[src/rtl/mult_integrated_disp_pkg.sv]
// ----------------------------------------------------------------------------
// mult_integrated_disp_pkg
// Shared widths, BCD digit type and 7-segment lamp patterns for the
// multiplier display block.
// Segment patterns are active-high (1 = lit), bit order {g,f,e,d,c,b,a}.
// ----------------------------------------------------------------------------
package mult_integrated_disp_pkg;

    localparam int OPERAND_W = 4;
    localparam int PRODUCT_W = 8;
    localparam int SEG_W     = 7;

    typedef logic [3:0] bcd_digit_t;

    localparam logic [SEG_W-1:0] SEG_0     = 7'b0111111;
    localparam logic [SEG_W-1:0] SEG_1     = 7'b0000110;
    localparam logic [SEG_W-1:0] SEG_2     = 7'b1011011;
    localparam logic [SEG_W-1:0] SEG_3     = 7'b1001111;
    localparam logic [SEG_W-1:0] SEG_4     = 7'b1100110;
    localparam logic [SEG_W-1:0] SEG_5     = 7'b1101101;
    localparam logic [SEG_W-1:0] SEG_6     = 7'b1111101;
    localparam logic [SEG_W-1:0] SEG_7     = 7'b0000111;
    localparam logic [SEG_W-1:0] SEG_8     = 7'b1111111;
    localparam logic [SEG_W-1:0] SEG_9     = 7'b1101111;
    localparam logic [SEG_W-1:0] SEG_BLANK = 7'b0000000;

endpackage

[src/rtl/mult_integrated_disp_seg7_decoder.sv]
// ----------------------------------------------------------------------------
// seg7_decoder
// Combinational BCD digit to 7-segment lamp pattern.
// Ports:
//   digit : BCD input (0..9 meaningful; 10..15 decode to blank)
//   seg   : lamp pattern, active-high, {g,f,e,d,c,b,a}
// ----------------------------------------------------------------------------
module seg7_decoder
    import mult_integrated_disp_pkg::*;
(
    input  bcd_digit_t       digit,
    output logic [SEG_W-1:0] seg
);

    always_comb begin
        seg = SEG_BLANK;
        case (digit)
            4'd0:    seg = SEG_0;
            4'd1:    seg = SEG_1;
            4'd2:    seg = SEG_2;
            4'd3:    seg = SEG_3;
            4'd4:    seg = SEG_4;
            4'd5:    seg = SEG_5;
            4'd6:    seg = SEG_6;
            4'd7:    seg = SEG_7;
            4'd8:    seg = SEG_8;
            4'd9:    seg = SEG_9;
            default: seg = SEG_BLANK;
        endcase
    end

endmodule

[src/rtl/mult_integrated_disp.sv]
// ----------------------------------------------------------------------------
// mult_integrated_disp
// Unsigned 4x4 multiplier driving a 3-digit 7-segment display.
//   stage 1 : register a, b
//   comb    : shift-add partial-product multiply -> 8-bit product,
//             double-dabble -> hundreds/tens/ones BCD, 7-seg decode
//   stage 2 : register the three lamp patterns
// Latency 2 clocks, one operand pair accepted per clock, no handshake.
// Ports:
//   clk, rst (asynchronous, active-high)
//   a, b                : 4-bit unsigned operands
//   ones_lamp, tens_lamp, hundreds_lamp : 7-bit lamp patterns {g..a}
// Build option:
//   LEADING_ZERO_BLANK_EN - blank leading-zero hundreds/tens digits
//                           (ones digit is never blanked).
// ----------------------------------------------------------------------------
module mult_integrated_disp
    import mult_integrated_disp_pkg::*;
(
    input  logic                 clk,
    input  logic                 rst,
    input  logic [OPERAND_W-1:0] a,
    input  logic [OPERAND_W-1:0] b,
    output logic [SEG_W-1:0]     ones_lamp,
    output logic [SEG_W-1:0]     tens_lamp,
    output logic [SEG_W-1:0]     hundreds_lamp
);

    // BCD working width: three digits on top of the binary product.
    localparam int DD_W = 12 + PRODUCT_W;

    logic [OPERAND_W-1:0] a_reg;
    logic [OPERAND_W-1:0] b_reg;

    logic [PRODUCT_W-1:0] pp [OPERAND_W];
    logic [PRODUCT_W-1:0] product;

    logic [DD_W-1:0] dd_work;
    bcd_digit_t      ones_digit;
    bcd_digit_t      tens_digit;
    bcd_digit_t      hundreds_digit;

    logic [SEG_W-1:0] ones_seg;
    logic [SEG_W-1:0] tens_seg;
    logic [SEG_W-1:0] hundreds_seg;
    logic [SEG_W-1:0] ones_next;
    logic [SEG_W-1:0] tens_next;
    logic [SEG_W-1:0] hundreds_next;

    // ---------------- stage 1: operand registers ----------------
    always_ff @(posedge clk or posedge rst) begin
        if (rst) begin
            a_reg <= '0;
            b_reg <= '0;
        end else begin
            a_reg <= a;
            b_reg <= b;
        end
    end

    // ---------------- shift-add multiplier ----------------
    // Row gi is the multiplicand shifted gi places, gated by multiplier bit gi.
    generate
        for (genvar gi = 0; gi < OPERAND_W; gi++) begin : g_pp
            assign pp[gi] = b_reg[gi]
                          ? ({{(PRODUCT_W-OPERAND_W){1'b0}}, a_reg} << gi)
                          : '0;
        end
    endgenerate

    // 15*15 = 225 fits in 8 bits, so the plain sum never overflows.
    assign product = pp[0] + pp[1] + pp[2] + pp[3];

    // ---------------- double-dabble binary to BCD ----------------
    // Before each left shift any BCD digit >= 5 gets +3 so that the shift
    // carries into the next decade correctly.
    always_comb begin
        dd_work = {{(DD_W-PRODUCT_W){1'b0}}, product};
        for (int i = 0; i < PRODUCT_W; i++) begin
            if (dd_work[PRODUCT_W+3:PRODUCT_W] >= 4'd5)
                dd_work[PRODUCT_W+3:PRODUCT_W] = dd_work[PRODUCT_W+3:PRODUCT_W] + 4'd3;
            if (dd_work[PRODUCT_W+7:PRODUCT_W+4] >= 4'd5)
                dd_work[PRODUCT_W+7:PRODUCT_W+4] = dd_work[PRODUCT_W+7:PRODUCT_W+4] + 4'd3;
            if (dd_work[PRODUCT_W+11:PRODUCT_W+8] >= 4'd5)
                dd_work[PRODUCT_W+11:PRODUCT_W+8] = dd_work[PRODUCT_W+11:PRODUCT_W+8] + 4'd3;
            dd_work = dd_work << 1;
        end
    end

    assign ones_digit     = dd_work[PRODUCT_W+3:PRODUCT_W];
    assign tens_digit     = dd_work[PRODUCT_W+7:PRODUCT_W+4];
    assign hundreds_digit = dd_work[PRODUCT_W+11:PRODUCT_W+8];

    // ---------------- 7-segment decode ----------------
    seg7_decoder u_dec_ones     (.digit(ones_digit),     .seg(ones_seg));
    seg7_decoder u_dec_tens     (.digit(tens_digit),     .seg(tens_seg));
    seg7_decoder u_dec_hundreds (.digit(hundreds_digit), .seg(hundreds_seg));

`ifdef LEADING_ZERO_BLANK_EN
    localparam logic [SEG_W-1:0] HUNDREDS_RST = SEG_BLANK;
    localparam logic [SEG_W-1:0] TENS_RST     = SEG_BLANK;

    // Tens is only a leading zero when hundreds is also zero (e.g. 105 keeps it).
    assign hundreds_next = (hundreds_digit == 4'd0) ? SEG_BLANK : hundreds_seg;
    assign tens_next     = ((hundreds_digit == 4'd0) && (tens_digit == 4'd0))
                         ? SEG_BLANK : tens_seg;
`else
    localparam logic [SEG_W-1:0] HUNDREDS_RST = SEG_0;
    localparam logic [SEG_W-1:0] TENS_RST     = SEG_0;

    assign hundreds_next = hundreds_seg;
    assign tens_next     = tens_seg;
`endif
    assign ones_next = ones_seg;

    // ---------------- stage 2: lamp registers ----------------
    always_ff @(posedge clk or posedge rst) begin
        if (rst) begin
            hundreds_lamp <= HUNDREDS_RST;
            tens_lamp     <= TENS_RST;
            ones_lamp     <= SEG_0;
        end else begin
            hundreds_lamp <= hundreds_next;
            tens_lamp     <= tens_next;
            ones_lamp     <= ones_next;
        end
    end

endmodule

[config.mk]
export PLATFORM = sky130hd
export DESIGN_NAME = mult_integrated_disp
export DESIGN_NICKNAME = d
export VERILOG_FILES = /design/src/rtl/mult_integrated_disp_pkg.sv /design/src/rtl/mult_integrated_disp_seg7_decoder.sv /design/src/rtl/mult_integrated_disp.sv
export SDC_FILE = /design/constraint.sdc
export NUM_CORES = 1
export LEC_CHECK = 0
export ABC_AREA = 1
export CAP_MARGIN = 10
export CELL_PAD_IN_SITES_DETAIL_PLACEMENT = 0
export CELL_PAD_IN_SITES_GLOBAL_PLACEMENT = 1
export CORE_MARGIN = 8
export CORE_UTILIZATION = 37
export DETAILED_ROUTE_END_ITERATION = 16
export PLACE_DENSITY = 0.83
export RECOVER_POWER = 50
export SLEW_MARGIN = 20
export SYNTH_ARGS = -nofsm -noshare
export SYNTH_HDL_FRONTEND = slang
export SYNTH_SLANG_ARGS = --single-unit
[constraint.sdc]
create_clock -name clk -period 5.94 [get_ports clk]
set_input_delay 0.594 -clock clk [delete_from_list [all_inputs] [get_ports clk]]
set_output_delay 0.594 -clock clk [all_outputs]
set_load 0.02 [all_outputs]
==> run summary, run 1 <==
The mapped cell area is 0.002452 mm2. The accumulated negative setup slack came out at 0 ps. Setup repair after global routing could not meet its margin everywhere. The clock period could shrink to 5892 ps. The count of boundary I/O pins is 31.

CTS placed an instance of clkbuf_8 at the clock tree root. For this block, the via count after detailed routing is between 2000 and 2500. The die height came out at slightly below 100 um.

The total routing resource utilization after global routing is 0.1194. The final-report setup violation count is 0. In this run the tightest slew margin relative to its limit is 0.3821. The number of standard cells in the final layout excluding fillers came out at 507. The insertion delay of the later-clocked pin in the worst-skew pair is approximately 270 ps. The first routing iteration left 75 violations. The clock slew at the register clock pins of the worst setup and hold paths is around 90 ps. The flow ran to the end, and the final reports show no timing, DRC or antenna violations.

The layout net count is 474. The post-route clock period utilization is 0.9919. The detail-routed net length per standard cell is 11.70 um. The gate count of the mapped netlist is 342. After floorplanning, the core was divided into 29 placement rows.

The routed via count divided by cell count is ~4.7. The transition at the pin with the smallest max-transition slack is between 900 and 1000 ps. The diode insertion count for antenna repair came out at 0. The final layout contains routed wiring with a total length of roughly 6000 um. Entering global routing, the biggest net connects 28 pins. The x dimension of the die came out at about 100 um. The peak per-stage delay on the critical path came out at 560 ps. The worst path meets setup with 48.11 ps of slack. The number of antenna violations at the first check in global routing came out at 0. The highest clock rate is roughly 0.17 GHz.

The clock tree from TritonCTS is done. The area growth from synthesis to layout came out at 51.58%. The number of maximum-capacitance violations came out at 0. The antenna violation net count after detailed routing is 0. In this design, the critical path's most frequently occurring cell is nand2_2. The worst clock skew on the final layout came out at roughly 3.9 ps. The global-route congestion overflow total came out at 0. The placeable core area came out at 0.006386 mm2. Counting tap cells, the placed design contains a total of between 400 and 500 instances. Along the worst path, the maximum fanout reaches 4. The critical path endpoint category is a flip-flop.

The critical path is of the flip-flop to flip-flop type. In this run the most critical hold path is launched from b_reg[0]. The maximum number of buffers from clock root to sink is 2.

The first detailed-routing pass took 4 iterations. The largest registers in the layout are ones_lamp x7, tens_lamp x7, hundreds_lamp x5. In this run the worst hold path is classified as flip-flop to flip-flop.

The largest individual stage delay along the critical path comes from the cell fa_1. The final weighted congestion in routability-driven placement came out at 0.8594. Leaving out fill and tap cells, the most frequent cell in the layout is nand2_1.

Averaged over all synthesized cells, the footprint is ~7.2 um2. The post-synth net total is 385. The share of the yosys chip area belonging to registers is 0.2837. The signal arrival time at the worst endpoint is approximately 6000 ps.

The number of unique standard cell types used by synthesis is 27. In this run, synthesis produced a sequential element count of 27. The post-place setup slack came out at -213.3 ps. The number of buffers inserted by port buffering came out at 29. In this run the critical register-to-register path is launched from a_reg[0]. The initial cell density of the core came out at 0.3840.

STA puts the critical path data required time at a little over 6000 ps. The worst setup path startpoint is a_reg[0]. The first global-routing pass estimated roughly 10000 um of wire. The overall die area is approximately 0.0095 mm2. The number of levels the H-tree was split into came out at 1.

The final number of hold-violating endpoints came out at 0. Hold repair after CTS inserted 0 buffers. The number of global-route vias before repair came out at 2371.

The final core utilization is 0.5821. The count of yosys warnings during synthesis is 0. The estimated wirelength of the detail-placed design came out at 4125 um. The fraction of layout cells with a size suffix above 1 is 0.4395. In the layout the commonest cells are nand2_1 (105), buf_4 (53), inv_1 (39). The total count of max-transition violations in the final report is 0. The clock drives 27 sinks. The post-detailed-route DRC marker count came out at 0. The startpoint kind of the worst setup timing path is a flip-flop. The number of buffers created by CTS is 3.
-- stage by stage --
step / hold WS (ps) / instance area (um2)
2_1_floorplan: 625.4 / 2455
3_3_place_gp: 817.7 / 3074
3_5_place_dp: 823.0 / 3074
4_1_cts: 752.0 / 3297
5_1_grt: 878.6 / 3717
6_report: 835.5 / 3717
-- cell usage after synthesis --
library cell  number  area [um2]
a21oi_1            1       5.000
nand2_1          125       469.2
nor2_1             7       26.28
buf_4              2       15.01
nand2_4            1       11.26
nand3b_1           2       15.01
and2_4             1       8.760
inv_2              4       15.01
nor2_2             1       6.260
or2_1              1       6.260
dfstp_2           16       420.4
fa_1               5       100.1
o21ai_2            2       17.52
dfrtp_1           11       275.3
o21ai_0            3       15.01
nand2_2           25       156.4
nand3_4            1       17.52
xor2_1             1       8.760
and2_1             1       6.260
ha_1              28       350.3
conb_1             1       3.750
inv_1             59       221.5
nand3_2            7       70.07
o21bai_1           1       7.510
nand4_4            1       21.27
nand3_1           29       145.1
nand4_1            6       37.54
-- repair_timing --
action / CTS / global route
pin swaps: 19 / 43
cloned: 0 / 0
gates resized for setup: 25 / 84
buffers inserted: 16 / 8
endpoints found under the setup margin: 15 / 18
-- final timing paths --
path	end	slack, ps	depth (start not counted)
hold reg to reg	ones_lamp[4]	840	5
min in group asynchronous	tens_lamp[6]	850	2
max in group asynchronous	a_reg[3]	4660	2
setup reg to reg	tens_lamp[0]	50	48
setup / recovery	tens_lamp[0]	50	48
hold / removal	ones_lamp[4]	840	5
-- per-layer routing --
metal / global-route usage / vias up / share of wire
met1: 0.1378 / 1102 / 0.45
met4: 0.03030 / 0 / 0.013
met5: 0 / - / 0
li1: - / 1231 / -
met3: 0.02205 / 8 / 0.031
met2: 0.2183 / 29 / 0.51
-- cells by family (layout without fill, tap and decap cells) --
group	Yosys count	after routing	share of synthesized area
buffers and inverters	65	153	0.1025
flip-flops	27	27	0.2837
XOR/XNOR	1	1	0.003572
other	1	1	0.001529
AND/OR/NAND/NOR	208	208	0.4066
adder cells (fa/ha/maj)	33	33	0.1837
AO/OA/AOI/OAI	7	7	0.01837
-- critical path: cells and delay by family (launching register included) --
kind / cells / cell delay, ps
adders and majority gates: 9 / 2410
DFF: 1 / 430
buffers and inverters: 11 / 740
and+or+nand+nor: 28 / 2260
-- area by class of cell --
cell class / count / area [um2]
fillers: 542 / 2669
multi-input cells: 250 / 1891
repair buffers: 86 / 733.2
flip-flops and latches: 27 / 695.7
inverters: 63 / 256.5
well taps: 77 / 96.34
clock buffers: 4 / 45.04
Power of run 1 is not shown: default switching activity piles up to over one toggle a cycle in this logic, so the estimate is an artifact.
==> inputs of run 2 (changes only) <==
--- a/config.mk
+++ b/config.mk
@@ -10,9 +10,10 @@
 export CELL_PAD_IN_SITES_DETAIL_PLACEMENT = 0
 export CELL_PAD_IN_SITES_GLOBAL_PLACEMENT = 1
 export CORE_MARGIN = 8
-export CORE_UTILIZATION = 37
+export CORE_UTILIZATION = 38
+export CTS_BUF_LIST = sky130_fd_sc_hd__clkbuf_8
 export DETAILED_ROUTE_END_ITERATION = 16
-export PLACE_DENSITY = 0.83
+export PLACE_DENSITY = 0.85
 export RECOVER_POWER = 50
 export SLEW_MARGIN = 20
 export SYNTH_ARGS = -nofsm -noshare
==> run summary, run 2 (synthesis results as in run 1) <==
The flow ran to the end, and the final reports show no timing, DRC or antenna violations. The total routing resource utilization after global routing came out at 0.1298 (+0.01033). The largest net degree at the start of global routing is 28 (unchanged). The met3 layer usage reported by global route came to 0.02652 (+0.004473). Leaving out fill and tap cells, the most frequent cells in the layout are nand2_1 (109), buf_4 (65), inv_1 (43). The maximum number of buffers from clock root to sink came to 2 (unchanged). The cell repeated most along the worst path is nand2_4. The detail-routed net length per standard cell came out at 12.10 um (+3.4%). The maximum fanout along the worst path is 4 (unchanged). The final weighted congestion in routability-driven placement was 0.8298 (-3.4%). Leaving out fill and tap cells, the most frequent cell in the layout is nand2_1. The number of maximum-capacitance violations is 0 (unchanged). The design area is 0.003784 mm2 (+1.8%). The routed wire length is 6280 um (+5.9%). The path class of the tightest hold or removal check is flip-flop to flip-flop. The overall die area came out at 0.009280 mm2 (-2.2%). The die height is 96.34 um (-1.1%). The insertion delay of the later-clocked pin in the worst-skew pair is 270 ps (about the same). In the final layout, the registers with the most flip-flops are ones_lamp x7, tens_lamp x7, hundreds_lamp x5. The final-report setup violation count is 0 (unchanged). Setup repair after global routing could not meet its margin everywhere. The count of boundary I/O pins is 31 (unchanged). The number of buffers inserted for hold repair after clock tree synthesis is 0 (unchanged). The largest individual stage delay along the critical path comes from the cell fa_1. The initial DRC count came out at 120 (+60%). The fraction of layout cells with a size suffix above 1 came out at 0.4299 (-0.009671). The antenna violation net count after detailed routing is 0 (unchanged). STA classifies the critical path startpoint as a flip-flop. TritonCTS built the clock tree. The area growth from synthesis to layout is 54.29%.

The number of antenna violations at the first check in global routing came to 0 (unchanged). The post-route clock period utilization was 0.9899 (-0.001965). The row count came to 29 (unchanged). The final number of hold-violating endpoints came to 0 (unchanged). The worst setup path is captured at a flip-flop. The sequential cell area was 695.7 um2 (unchanged). The total of fill cells in the finished design is 540 (-0.37%). The global-route congestion overflow total was 0 (unchanged). The clock slew at the register clock pins of the worst setup and hold paths came out at 90 ps (about the same). The number of levels the H-tree was split into is 1 (unchanged). The number of iterations in the first detailed-routing pass is 4 (unchanged). The final critical path time including I/O delays and setup was 5880 ps (-11.67 ps).

By startpoint and endpoint, the worst setup path is classified as flip-flop to flip-flop. The wire length of the first global-routing pass came out at 9984 um (-0.27%). The flop-to-flop setup slack came out at 60 ps (about the same). The headroom to the max-slew limit is 0.3155 (-0.06666). The x dimension of the die is 96.34 um (-1.1%). The required time of the critical path came out at 6160 ps (about the same).

The estimated wirelength of the detail-placed design came out at 4174 um (+1.2%). The worst clock skew on the final layout is 2.814 ps (-1.091 ps). After global routing, the most crowded layer is met2. The met1 track utilization from global routing is 0.1506 (+0.01282). The signal arrival time at the worst endpoint came to 6100 ps (about the same).

The peak per-stage delay on the critical path came out at 560 ps (about the same). The post-detailed-route DRC marker count is 0 (unchanged). The highest clock rate came out at 0.1701 GHz (+0.20%). The area used by multi-input combinational logic is 0.001868 mm2 (-1.2%). The placeable core area was 0.006314 mm2 (-1.1%).

The initial cell density of the core came to 0.3884 (+0.004414). The diode insertion count for antenna repair is 0 (unchanged). The total via count after detailed routing was 2425 (+2.3%).

The total count of max-transition violations in the final report is 0 (unchanged). The layout net count came out at 486 (+2.5%). The cell area reported after detailed placement was 0.003097 mm2 (+0.73%).

The number of global-route vias before repair came out at 2391 (+0.84%). The fraction of met2 tracks used by global routing came out at 0.2418 (+0.02346). The routed via count divided by cell count is 4.672 (about the same). The transition at the pin with the smallest max-transition slack is 1026 ps (+104.6 ps). The number of buffers created by CTS is 3 (unchanged).

The clock net sink count is 27 (unchanged). The number of buffers inserted by port buffering is 29 (unchanged). The final core utilization was 0.5993 (+0.01719). The cell chosen for the clock root is clkbuf_8.
run 2: per-layer routing:
metal  wire [um]  part of all wire
met4          54            0.0086
met2        3191              0.51
met3         271             0.043
met1        2763              0.44
met5           0                 0
run 2: cell type report:
class | instances | area share
Timing Repair Buffer | 98 | 0.2176
Tap cell | 77 | 0.02546
Inverter | 63 | 0.06713
Clock inverter | 1 | 0.001323
Multi-Input combinational cell | 250 | 0.4937
Clock buffer | 3 | 0.01091
Sequential cell | 27 | 0.1839
run 2: critical path: cells and delay by family, from the launching register on:
kind | cells | cell delay, ps
buf+inv | 12 | 1110
fa+ha+maj | 8 | 2250
flops | 1 | 410
simple gates | 26 | 2040
run 2: repair_timing:
item                                    4_1_cts  5_1_grt
endpoints found under the setup margin       12       18
resized for setup                            34       68
pin swaps                                    27       43
buffers inserted                             18       15
run 2: worst paths after layout:
kind / start / endpoint / cells past startpoint
worst max-delay path: a_reg[0] / tens_lamp[5] / 46
worst min-delay path: a_reg[0] / ones_lamp[5] / 5
worst max register to register: a_reg[0] / tens_lamp[5] / 46
worst min register to register: a_reg[0] / ones_lamp[5] / 5
max in group asynchronous: rst / a_reg[1] / 2
min in group asynchronous: rst / tens_lamp[6] / 2
run 2: per-stage QoR:
step | hold WS, ps | setup TNS [ps] | instances | setup WS (ps)
after detailed placement | 806.4 | -1645 | 482 | -253.4
after global placement | 798.6 | -708.8 | 482 | -138.6
after CTS | 746.4 | 0 | 504 | 13.77
after floorplan | 625.4 | 0 | 342 | 30.86
final | 815.9 | 0 | 519 | 59.77
after global routing | 862.2 | -2947 | 519 | -259.6
Power of run 2 is left out for the same reason.
